===== config.mk =====
export PLATFORM = sky130hd
export DESIGN_NAME = spi_xfer_sched
export DESIGN_NICKNAME = d
export VERILOG_FILES = /design/src/rtl/spi_xfer_sched.sv
export SDC_FILE = /design/constraint.sdc
export NUM_CORES = 1
export LEC_CHECK = 0
export CAP_MARGIN = 20
export CELL_PAD_IN_SITES_DETAIL_PLACEMENT = 1
export CELL_PAD_IN_SITES_GLOBAL_PLACEMENT = 1
export CORE_ASPECT_RATIO = 1.25
export CORE_UTILIZATION = 34
export DETAILED_ROUTE_END_ITERATION = 8
export PLACE_DENSITY_LB_ADDON = 0.1
export SYNTH_ARGS = -nofsm -noshare
export SYNTH_HDL_FRONTEND = slang
export SYNTH_SLANG_ARGS = --single-unit

===== constraint.sdc =====
create_clock -name clk_in -period 3 [get_ports clk_in]
set_input_delay 0.6 -clock clk_in [delete_from_list [all_inputs] [get_ports clk_in]]
set_output_delay 0.6 -clock clk_in [all_outputs]
set_load 0.01 [all_outputs]

===== src/rtl/spi_xfer_sched.sv =====
// SPI transfer sequencer, fixed mode 0 (CPOL=0, CPHA=0), MSB first.
// Takes one request at a time, drives the external SCLK generator's
// go/enable/last_clk/divider inputs, shifts MOSI on the generator's falling-edge
// pulses, samples MISO on its rising-edge pulses and returns the received word.
module spi_xfer_sched #(
  parameter int MAX_LEN   = 32,
  parameter int LEN_W     = 5,
  parameter int DIV_LEN   = 16,
  parameter int SS_NUM    = 8,
  parameter int SETUP_CYC = 2,
  parameter int HOLD_CYC  = 2
) (
  input  logic               clk_in,
  input  logic               rst,
  input  logic               req_valid,
  output logic               req_ready,
  input  logic [MAX_LEN-1:0] req_data,
  input  logic [LEN_W-1:0]   req_len,
  input  logic [DIV_LEN-1:0] req_div,
  input  logic [SS_NUM-1:0]  req_ss,
  output logic               rsp_valid,
  input  logic               rsp_ready,
  output logic [MAX_LEN-1:0] rsp_data,
  output logic               busy,
  output logic [SS_NUM-1:0]  ss_pad_o,
  output logic               mosi,
  input  logic               miso,
  output logic               clgen_go,
  output logic               clgen_enable,
  output logic               clgen_last_clk,
  output logic [DIV_LEN-1:0] clgen_divider,
  input  logic               clgen_pos_edge,
  input  logic               clgen_neg_edge
);

  // A zero cycle count would skip the phase entirely; at least one cycle is kept.
  localparam int SETUP_N = (SETUP_CYC < 1) ? 1 : SETUP_CYC;
  localparam int HOLD_N  = (HOLD_CYC < 1) ? 1 : HOLD_CYC;
  localparam int CNT_W   = 16;

  typedef enum logic [2:0] {
    S_IDLE  = 3'd0,
    S_SETUP = 3'd1,
    S_XFER  = 3'd2,
    S_HOLD  = 3'd3,
    S_DONE  = 3'd4
  } state_t;

  state_t               state;
  state_t               state_nxt;

  logic [MAX_LEN-1:0]   data_lat;
  logic [DIV_LEN-1:0]   div_lat;
  logic [SS_NUM-1:0]    ss_lat;
  logic [LEN_W:0]       rem;
  logic [MAX_LEN-1:0]   rx_shreg;
  logic [CNT_W-1:0]     phase_cnt;
  logic                 go_first;
  logic                 mosi_r;

  logic [LEN_W:0]       len_eff;
  logic [LEN_W-1:0]     tx_idx;
  logic [LEN_W-1:0]     rem_idx;
  logic                 accept;

  // Request length decode: 0 means a full MAX_LEN-bit word. The LEN_W-bit
  // subtractions wrap 0 -> MAX_LEN-1, which is exactly the MSB index needed.
  always_comb begin
    len_eff = (req_len == '0) ? (LEN_W+1)'(MAX_LEN) : {1'b0, req_len};
    tx_idx  = req_len - 1'b1;
    rem_idx = rem[LEN_W-1:0] - 1'b1;
    accept  = (state == S_IDLE) && req_valid;
  end

  // State register
  always_ff @(posedge clk_in) begin
    if (rst) state <= S_IDLE;
    else     state <= state_nxt;
  end

  // Next-state decode and state-derived outputs
  always_comb begin
    state_nxt      = state;
    req_ready      = 1'b0;
    busy           = 1'b1;
    rsp_valid      = 1'b0;
    ss_pad_o       = '1;
    clgen_enable   = 1'b0;
    clgen_go       = 1'b0;
    clgen_last_clk = 1'b0;
    case (state)
      S_IDLE: begin
        req_ready = 1'b1;
        busy      = 1'b0;
        if (req_valid) state_nxt = S_SETUP;
      end
      S_SETUP: begin
        ss_pad_o = ~ss_lat;
        if (phase_cnt == '0) state_nxt = S_XFER;
      end
      S_XFER: begin
        ss_pad_o       = ~ss_lat;
        clgen_enable   = 1'b1;
        clgen_go       = go_first;
        clgen_last_clk = (rem == '0);
        if (clgen_neg_edge && (rem == '0)) state_nxt = S_HOLD;
      end
      S_HOLD: begin
        ss_pad_o = ~ss_lat;
        if (phase_cnt == '0) state_nxt = S_DONE;
      end
      S_DONE: begin
        rsp_valid = 1'b1;
        if (rsp_ready) state_nxt = S_IDLE;
      end
      default: state_nxt = S_IDLE;
    endcase
  end

  // Transfer payload and slave mask, captured on accept; only read while busy
  always_ff @(posedge clk_in) begin
    if (accept) begin
      data_lat <= req_data;
      ss_lat   <= req_ss;
    end
  end

  // Bit counter, phase timer, go pulse, MOSI shifting and MISO capture
  always_ff @(posedge clk_in) begin
    if (rst) begin
      rem       <= '0;
      phase_cnt <= '0;
      go_first  <= 1'b0;
      mosi_r    <= 1'b0;
      rx_shreg  <= '0;
      div_lat   <= '1;
    end else begin
      case (state)
        S_IDLE: begin
          if (req_valid) begin
            rem       <= len_eff;
            phase_cnt <= CNT_W'(SETUP_N - 1);
            rx_shreg  <= '0;
            mosi_r    <= req_data[tx_idx];
            div_lat   <= req_div;
          end
        end
        S_SETUP: begin
          if (phase_cnt != '0) phase_cnt <= phase_cnt - 1'b1;
          else                 go_first  <= 1'b1;
        end
        S_XFER: begin
          go_first <= 1'b0;
          if (clgen_pos_edge && (rem != '0)) begin
            rx_shreg <= {rx_shreg[MAX_LEN-2:0], miso};
            rem      <= rem - 1'b1;
          end
          if (clgen_neg_edge) begin
            if (rem != '0) begin
              mosi_r <= data_lat[rem_idx];
            end else begin
              mosi_r    <= 1'b0;
              phase_cnt <= CNT_W'(HOLD_N - 1);
            end
          end
        end
        S_HOLD: begin
          if (phase_cnt != '0) phase_cnt <= phase_cnt - 1'b1;
        end
        default: ;
      endcase
    end
  end

  assign rsp_data      = rx_shreg;
  assign mosi          = mosi_r;
  assign clgen_divider = div_lat;

endmodule


---- Yosys cells after proc, flatten, opt, wreduce, memory -nomap -nowiden ----
Index checks and enable logic that the tools add are counted.
cells by class
  reductions and logical operators ........ 20
  add/subtract/negate cells ............... 4
  order comparisons ....................... 2
  multiplexer cells ....................... 35
  bitwise logic cells ..................... 1
  eq/ne operators ......................... 14
operator list
  cell                                                                    number
  16-bit 2-to-1 mux                                                       4
  32-bit 2-to-1 mux                                                       2
  32-bit one-hot mux with 2 select lines                                  1
  16-bit one-hot mux with 3 select lines                                  1
  6-bit 2-to-1 mux                                                        3
  2-bit != test (second input constant)                                   9
  16-bit logical NOT                                                      1
  16-bit nonzero test                                                     1
  16-bit by 1-bit subtractor with 16-bit output (second input constant)   1
  3-bit 2-to-1 mux                                                        5
  3-bit one-hot mux with 5 select lines                                   1
  5-bit by 6-bit < comparator with 1-bit output (second input constant)   2
  1-bit 2-to-1 mux                                                        12
  6-bit one-hot mux with 2 select lines                                   1
  1-bit binary-select mux with 5-bit select                               2
  5-bit AND reduction                                                     2
  5-bit by 1-bit subtractor with 5-bit output (second input constant)     2
  8-bit 2-to-1 mux                                                        1
  8-bit NOT                                                               1
  3-bit by 2-bit equality test with 1-bit output (second input constant)  2
  6-bit logical NOT                                                       1
  3-bit AND reduction                                                     2
  6-bit nonzero test                                                      1
  6-bit by 1-bit subtractor with 6-bit output (second input constant)     1
  12 further kinds                                                        17
word-level totals
  logic and storage cells ................. 85
  register bits after elaboration ......... 115
  input bits .............................. 68
  output and inout port bits .............. 63

---- Depth between registers and ports, before layout ----
Gate-level depths: netlist of the first run.
  depth after elaboration ................. 6
  depth in mapped cells ................... 11
  mapped depth without buffers ............ 7

---- Worst setup path after synthesis of the first run ----
OpenSTA, ideal clock, no wires.
  kind .................................... register -> register
  start ................................... reg state[1]
  end ..................................... reg data_lat[0] (enable)
  path buffers ............................ 2
  period minus slack after synthesis ...... 3096 ps
  data required time ...................... 2580 ps
  setup time .............................. 420 ps
  data arrival time ....................... 2676 ps
  path slack .............................. -96 ps
  cell stages (with the launch flop) ...... 6
  path through ............................ dfxtp_1 -> clkbuf_1 -> nor3_1 -> nand2_1 -> clkinv_1 -> clkbuf_1
on the way
  cells in the longest elaborated chain, start to end .. 2
RTL lines
  element                 RTL line  text
  start, declared         49        state_t state;
  start signal, assigned  78        else state <= state_nxt;
  3-bit logical NOT       72        accept = (state == S_IDLE) && req_valid;
  1-bit logical AND       72
  named net accept        64        logic accept;
  end signal, assigned    123       data_lat <= req_data;
  end, declared           52        logic [MAX_LEN-1:0] data_lat;
The timed path passes the listed nets, and every way through them passes these cells.
A chain may end at the register's enable or synchronous reset.

---- Worst setup path in the final report of the first run ----
  start ................................... reg rem[2]
  end ..................................... out clgen_last_clk
on the way
  cells in the longest elaborated chain, start to end .. 2
RTL lines
  element                 RTL line  text
  start, declared         55        logic [LEN_W:0] rem;
  start signal, assigned  141       rem <= len_eff;
  start signal, assigned  156       rem <= rem - 1'b1;
  6-bit logical NOT       105       clgen_last_clk = (rem == '0);
  1-bit 2-to-1 mux        91        case (state)
  end, declared           30        output logic clgen_last_clk,
No other way between the ends.

==> results.ini, run 1 <==
[detailed_routing]
wl_per_cell_um = 17.55
drt_pass1_iterations = 6
drc = 14
vias_per_cell = 5.282
ant_nets = 0
wl_um = 14370
vias = 4326
drtIter0Drc = 227

[pwr]
p_leak_nw = 2.569
total_power_mw = 6.337
powerDensity_mw_per_mm2 = 882.5
vdd_drop_max_mv = 0.5258

[layout]
drive_gt1_frac = 0.1076
syn2layout_area_growth_pct = 41.04
fill_cells = 1609
nets = 701
regArea_mm2 = 0.002703
multi_input_area_mm2 = 0.002220
layout_commonest_cell = clkdlybuf4s50_1
final_cell_mix = clkdlybuf4s50_1, nand2_1, dfxtp_1
fin_area_mm2 = 0.007181
diodes = 0

[clocking]
path_clk_slew_ns = 0.05
cts.htree.levels = 4
cts_max_path_buffers = 2
cts_resized = 0
cts_hold_buffers = 0
cts_root_buf = clkbuf_16
cts_sinks = 115
postCtsSetupBuffers = 0
cts_buffers = 17
clk_latency_ns = 0.41
cts_tree = yes

[floorplanning]
io_pins = 131
dieArea_mm2 = 0.01547
rows = 49
dieWidth_um = 111.5
core-area_mm2 = 0.01453
die_y_um = 138.8
start_util = 0.3504

[setup_path]
cpPeakStageDelay_ns = 0.58
cp_top_family = simple AND/OR/NAND/NOR gates
arrival_ns = 2.24
required_ns = 2.40
worst_setup_path_end_kind = primary output
start_kind = register
crit_chain = or3_1 -> or2_4 -> nor2_1 -> clkdlybuf4s50_1
path_class = register to primary output
critPathBufInv = 1
cp.depth = 4
crit_path_top_delay_cell = clkdlybuf4s50_1
r2r_cells = 5
worstPathMaxFanout = 8

[place]
dp_hpwl_um = 9934
globalplace.congestion = 0.7431
port_buffers = 130
placed_area_mm2 = 0.006585

[yosys]
syn-cell-area_mm2 = 0.005091
synth_cells = 503
yosysSeqAreaShare = 0.5308
synth.distinct_cells = 49
synth_nets = 576
ys_async_sr_fraction = 0
synth-edff-count = 40
synth_flop_cell = dfxtp_1
synth_seq_cells = 115
syn_avg_cell_area_um2 = 10.12
ys_warn_count = 0

[global_route]
grt_pass1_wl_um = 23650
grt_antenna_before_repair = 0
grt_pass1_vias = 4584
grt_max_degree = 57
grt_usage = 0.1962
grt.overflow.total = 0

[timing]
fin_skew_ns = 0.005510
slew_violations = 0
slew_headroom = 0.5470
tightest_slew_ns = 0.6795
setup-tns-final_ns = 0
setup_violations = 0
finalHoldViolCount = 0
rsz0062_at_grt = false
fmax_mhz = 352.7
min_period_over_period = 0.9451
fin_crit_ns = 2.835

[outcome]
violations = DRC
status = finished with violations

[worst_hold_path]
hold_class = register to register
whs_path_depth = 2

[flow_run]
maxCapViolCount = 0

area by class of cell:
type                       count  share of cell area
inverter                      15            0.007841
clock buffer                  20             0.06360
multi-input combinational    337              0.3091
clock inverter                12             0.01899
timing repair buffer         142              0.1931
tap                          178             0.03102
sequential                   115              0.3764
power breakdown:
group | total, mW | switching [mW] | internal (mW)
Clock | 2.02 | 0.688 | 1.33
Sequential | 2.11 | 0.194 | 1.91
Combinational | 2.21 | 1.20 | 1.00
flip-flops by register name (all words and copies together), names as in the netlist:
register,count
phase_cnt,16
rem,6
mosi,1
state,3
data_lat,32
rsp_data,32
ss_lat,8
clgen_divider,16
go_first,1
worst min-delay path: stages (launching register included):
cell and delay [ns]:
dfxtp_1 0.30, nand2_1 0.05, a21oi_1 0.05
path summary, 6_finish.rpt:
check | startpoint | end | slack, ns
setup / recovery | rem[2] | clgen_last_clk | 0.16
hold / removal | rsp_data[31] | rsp_data[31] | 0.46
setup reg to reg | phase_cnt[3] | phase_cnt[15] | 0.22
hold reg to reg | rsp_data[31] | rsp_data[31] | 0.46
Yosys cell counts (9+ instances only):
library cell | number | area (um2)
mux4_2 | 16 | 360.4
a21oi_1 | 54 | 270.3
nand3_1 | 33 | 165.2
nor2_1 | 13 | 48.80
mux2i_1 | 10 | 100.1
or3_1 | 15 | 93.84
clkbuf_1 | 27 | 101.4
inv_1 | 13 | 48.80
edfxtp_1 | 40 | 1201
nand3b_1 | 17 | 127.6
or4_1 | 10 | 75.07
nor3_1 | 9 | 45.04
dfxtp_1 | 75 | 1501
nand2_1 | 84 | 315.3
o21ai_0 | 11 | 55.05
routing by layer:
layer	vias to the layer above	part of all wire	global-route usage	wire length [um]
met2	91	0.52	0.3487	7538
met1	2140	0.42	0.2229	5981
met5	-	0	0	0
met3	19	0.038	0.04196	541
li1	2076	-	-	-
met4	0	0.022	0.09317	310
per-stage QoR:
| step | instances | worst slack (ns) | utilization | hold slack (ns) |
|---|---|---|---|---|
| 6_report | 819 | 0.1648 | 0.4942 | 0.4577 |
| 5_1_grt | 819 | 0.02809 | 0.4942 | 0.4857 |
| 4_1_cts | 819 | 0.01567 | 0.4940 | 0.4544 |
| 3_5_place_dp | 787 | 0.1799 | 0.4532 | 0.4473 |
| 3_3_place_gp | 787 | 0.2333 | 0.4532 | 0.4398 |
| 2_1_floorplan | 503 | 0.3019 | - | 0.4409 |
cell families (layout without fill, tap and decap cells):
| logic type | count (synthesis) | count (layout) | share of synthesized area |
|---|---|---|---|
| compound gates | 94 | 94 | 0.1089 |
| xor+xnor | 8 | 8 | 0.01376 |
| fa+ha+maj | 5 | 5 | 0.01229 |
| buf+inv | 51 | 189 | 0.03809 |
| flops | 115 | 115 | 0.5308 |
| mux | 27 | 27 | 0.09265 |
| simple gates | 203 | 203 | 0.2035 |
No activity file was read; power rests on OpenSTA's default activity.
==> run 2: changes to the inputs <==
--- a/config.mk
+++ b/config.mk
@@ -10,6 +10,7 @@
 export CELL_PAD_IN_SITES_GLOBAL_PLACEMENT = 1
 export CORE_ASPECT_RATIO = 1.25
 export CORE_UTILIZATION = 34
+export CTS_CLUSTER_DIAMETER = 100
 export DETAILED_ROUTE_END_ITERATION = 8
 export PLACE_DENSITY_LB_ADDON = 0.1
 export SYNTH_ARGS = -nofsm -noshare
==> results of run 2 <==
No change in the layout: final DEF, timing and power equal those of run 1.
==> run 3: changes to the inputs <==
==> constraint.sdc (replaced) <==
create_clock -name clk_in -period 3 [get_ports clk_in]
set_input_delay 0.75 -clock clk_in [delete_from_list [all_inputs] [get_ports clk_in]]
set_output_delay 0.75 -clock clk_in [all_outputs]
set_load 0.01 [all_outputs]
==> run 3 against run 2 <==
Effect of this change:
- the flow still finishes with violations (DRC)
- register-to-register slack gained 0.05 ns
- clock skew barely moved
- cell count grew 0.37%
- via count fell by 0.86%
- sequential cell count unchanged
- wire length grew 0.39%
- first-iteration DRC count fell by 22%
- non-clock buffer count up 3
- fmax increased by 0.77%
- critical path type unchanged
- critical endpoint is now clgen_go
- largest cell class unchanged
==> results.ini, run 3 (synthesized netlist as in run 1, its figures left out) <==
[timing]
rsz0062_at_grt = false
slew_headroom = 0.5446
fin_skew_ns = 0.005157
layout_setup_ws_ns = 0.1864
tightest_slew_ns = 0.6830
slew_violations = 0
setup_violations = 0
hold-worst-slack_ns = 0.4567
fmax_mhz = 355.4
min_period_over_period = 0.9379
finalHoldViolCount = 0
fin_crit_ns = 2.814
setup-tns-final_ns = 0

[detailed_routing]
ant_nets = 0
vias = 4289
vias_per_cell = 5.218
drtIter0Drc = 178
drc = 14
wl_per_cell_um = 17.55
wl_um = 14430
drt_pass1_iterations = 6

[layout]
diodes = 0
syn2layout_area_growth_pct = 41.75
fill_cells = 1591
layout_commonest_cell = clkdlybuf4s50_1
final_cell_mix = clkdlybuf4s50_1, nand2_1, dfxtp_1
drive_gt1_frac = 0.1196
nets = 704

[setup_path]
setup.worst_path.start = state[0]
critPathBufInv = 2
arrival_ns = 2.06
start_kind = register
timing.rr.start = phase_cnt[3]
worstPathMaxFanout = 8
crit_chain = nor2_2 -> nand2_2 -> inv_2 -> and2_1 -> clkdlybuf4s50_1
path_class = register to primary output
cp_top_family = buffers and inverters
crit_path_top_delay_cell = clkdlybuf4s50_1
worst_setup_path_end_kind = primary output
required_ns = 2.25
cpPeakStageDelay_ns = 0.54

[place]
globalplace.congestion = 0.7934
place_ws_ns = 0.06761
port_buffers = 130
dp_hpwl_um = 10090

[worst_hold_path]
hold_class = register to register
hp-start = rsp_data[31]

[global_route]
grt_pass1_wl_um = 23660
grt_pass1_vias = 4550
grt_antenna_before_repair = 0
grt.overflow.total = 0
grt_max_degree = 57
grt_usage = 0.1974

[floorplanning]
rows = 49
start_util = 0.3504
dieArea_mm2 = 0.01547
die_y_um = 138.8
dieWidth_um = 111.5
core-area_mm2 = 0.01453
io_pins = 131

[pwr]
powerDensity_mw_per_mm2 = 873.5
total_power_mw = 6.304
p_leak_nw = 2.586
vdd_drop_max_mv = 0.3860

[clocking]
cts.htree.levels = 4
cts_buffers = 17
postCtsSetupBuffers = 0
cts_resized = 3
cts_tree = yes
path_clk_slew_ns = 0.05
cts_max_path_buffers = 2
cts_hold_buffers = 0
cts_root_buf = clkbuf_16
clk_latency_ns = 0.41
cts_sinks = 115

[flow_run]
maxCapViolCount = 0

[outcome]
violations = DRC
status = finished with violations

## run 3: cell type report
cell class / instances / area (um2) / share of cell area
timing repair buffer: 145 / 1433 / 0.1985
multi-input combinational: 337 / 2227 / 0.3086
inverter: 15 / 56.30 / 0.007802
tap: 178 / 222.7 / 0.03086
sequential: 115 / 2703 / 0.3745
clock buffer: 23 / 499.2 / 0.06917
clock inverter: 9 / 76.32 / 0.01058
## run 3: report_power, final
part	leakage, nW	internal, mW	switching (mW)
logic	1.32	1.04	1.21
registers	0.992	1.91	0.188
clock network	0.278	1.24	0.708
total	2.59	4.20	2.11
## run 3: routing by layer
metal,global-route usage,up-vias,wire [um]
met4,0.09033,0,320
met5,0,-,0
met3,0.04633,22,535
met2,0.3520,90,7671
li1,-,2076,-
met1,0.2223,2101,5899
## run 3: worst min-delay path: stages, from the launching register on
cell     delay, ns
dfxtp_1       0.31
nand2_1       0.05
a21oi_1       0.05
## run 3: final timing paths
check / end / slack (ns) / depth (start not counted)
max: clgen_go / 0.19 / 5
min: rsp_data[31] / 0.46 / 2
max reg2reg: phase_cnt[1] / 0.27 / 5
min reg2reg: rsp_data[31] / 0.46 / 2
## run 3: through the flow
step	std cells	cell area [um2]	util
final	822	7217	0.4967
after floorplan	503	5092	-
after detailed placement	790	6633	0.4565
after global placement	790	6633	0.4565
after CTS	822	7212	0.4963
after global routing	822	7217	0.4967
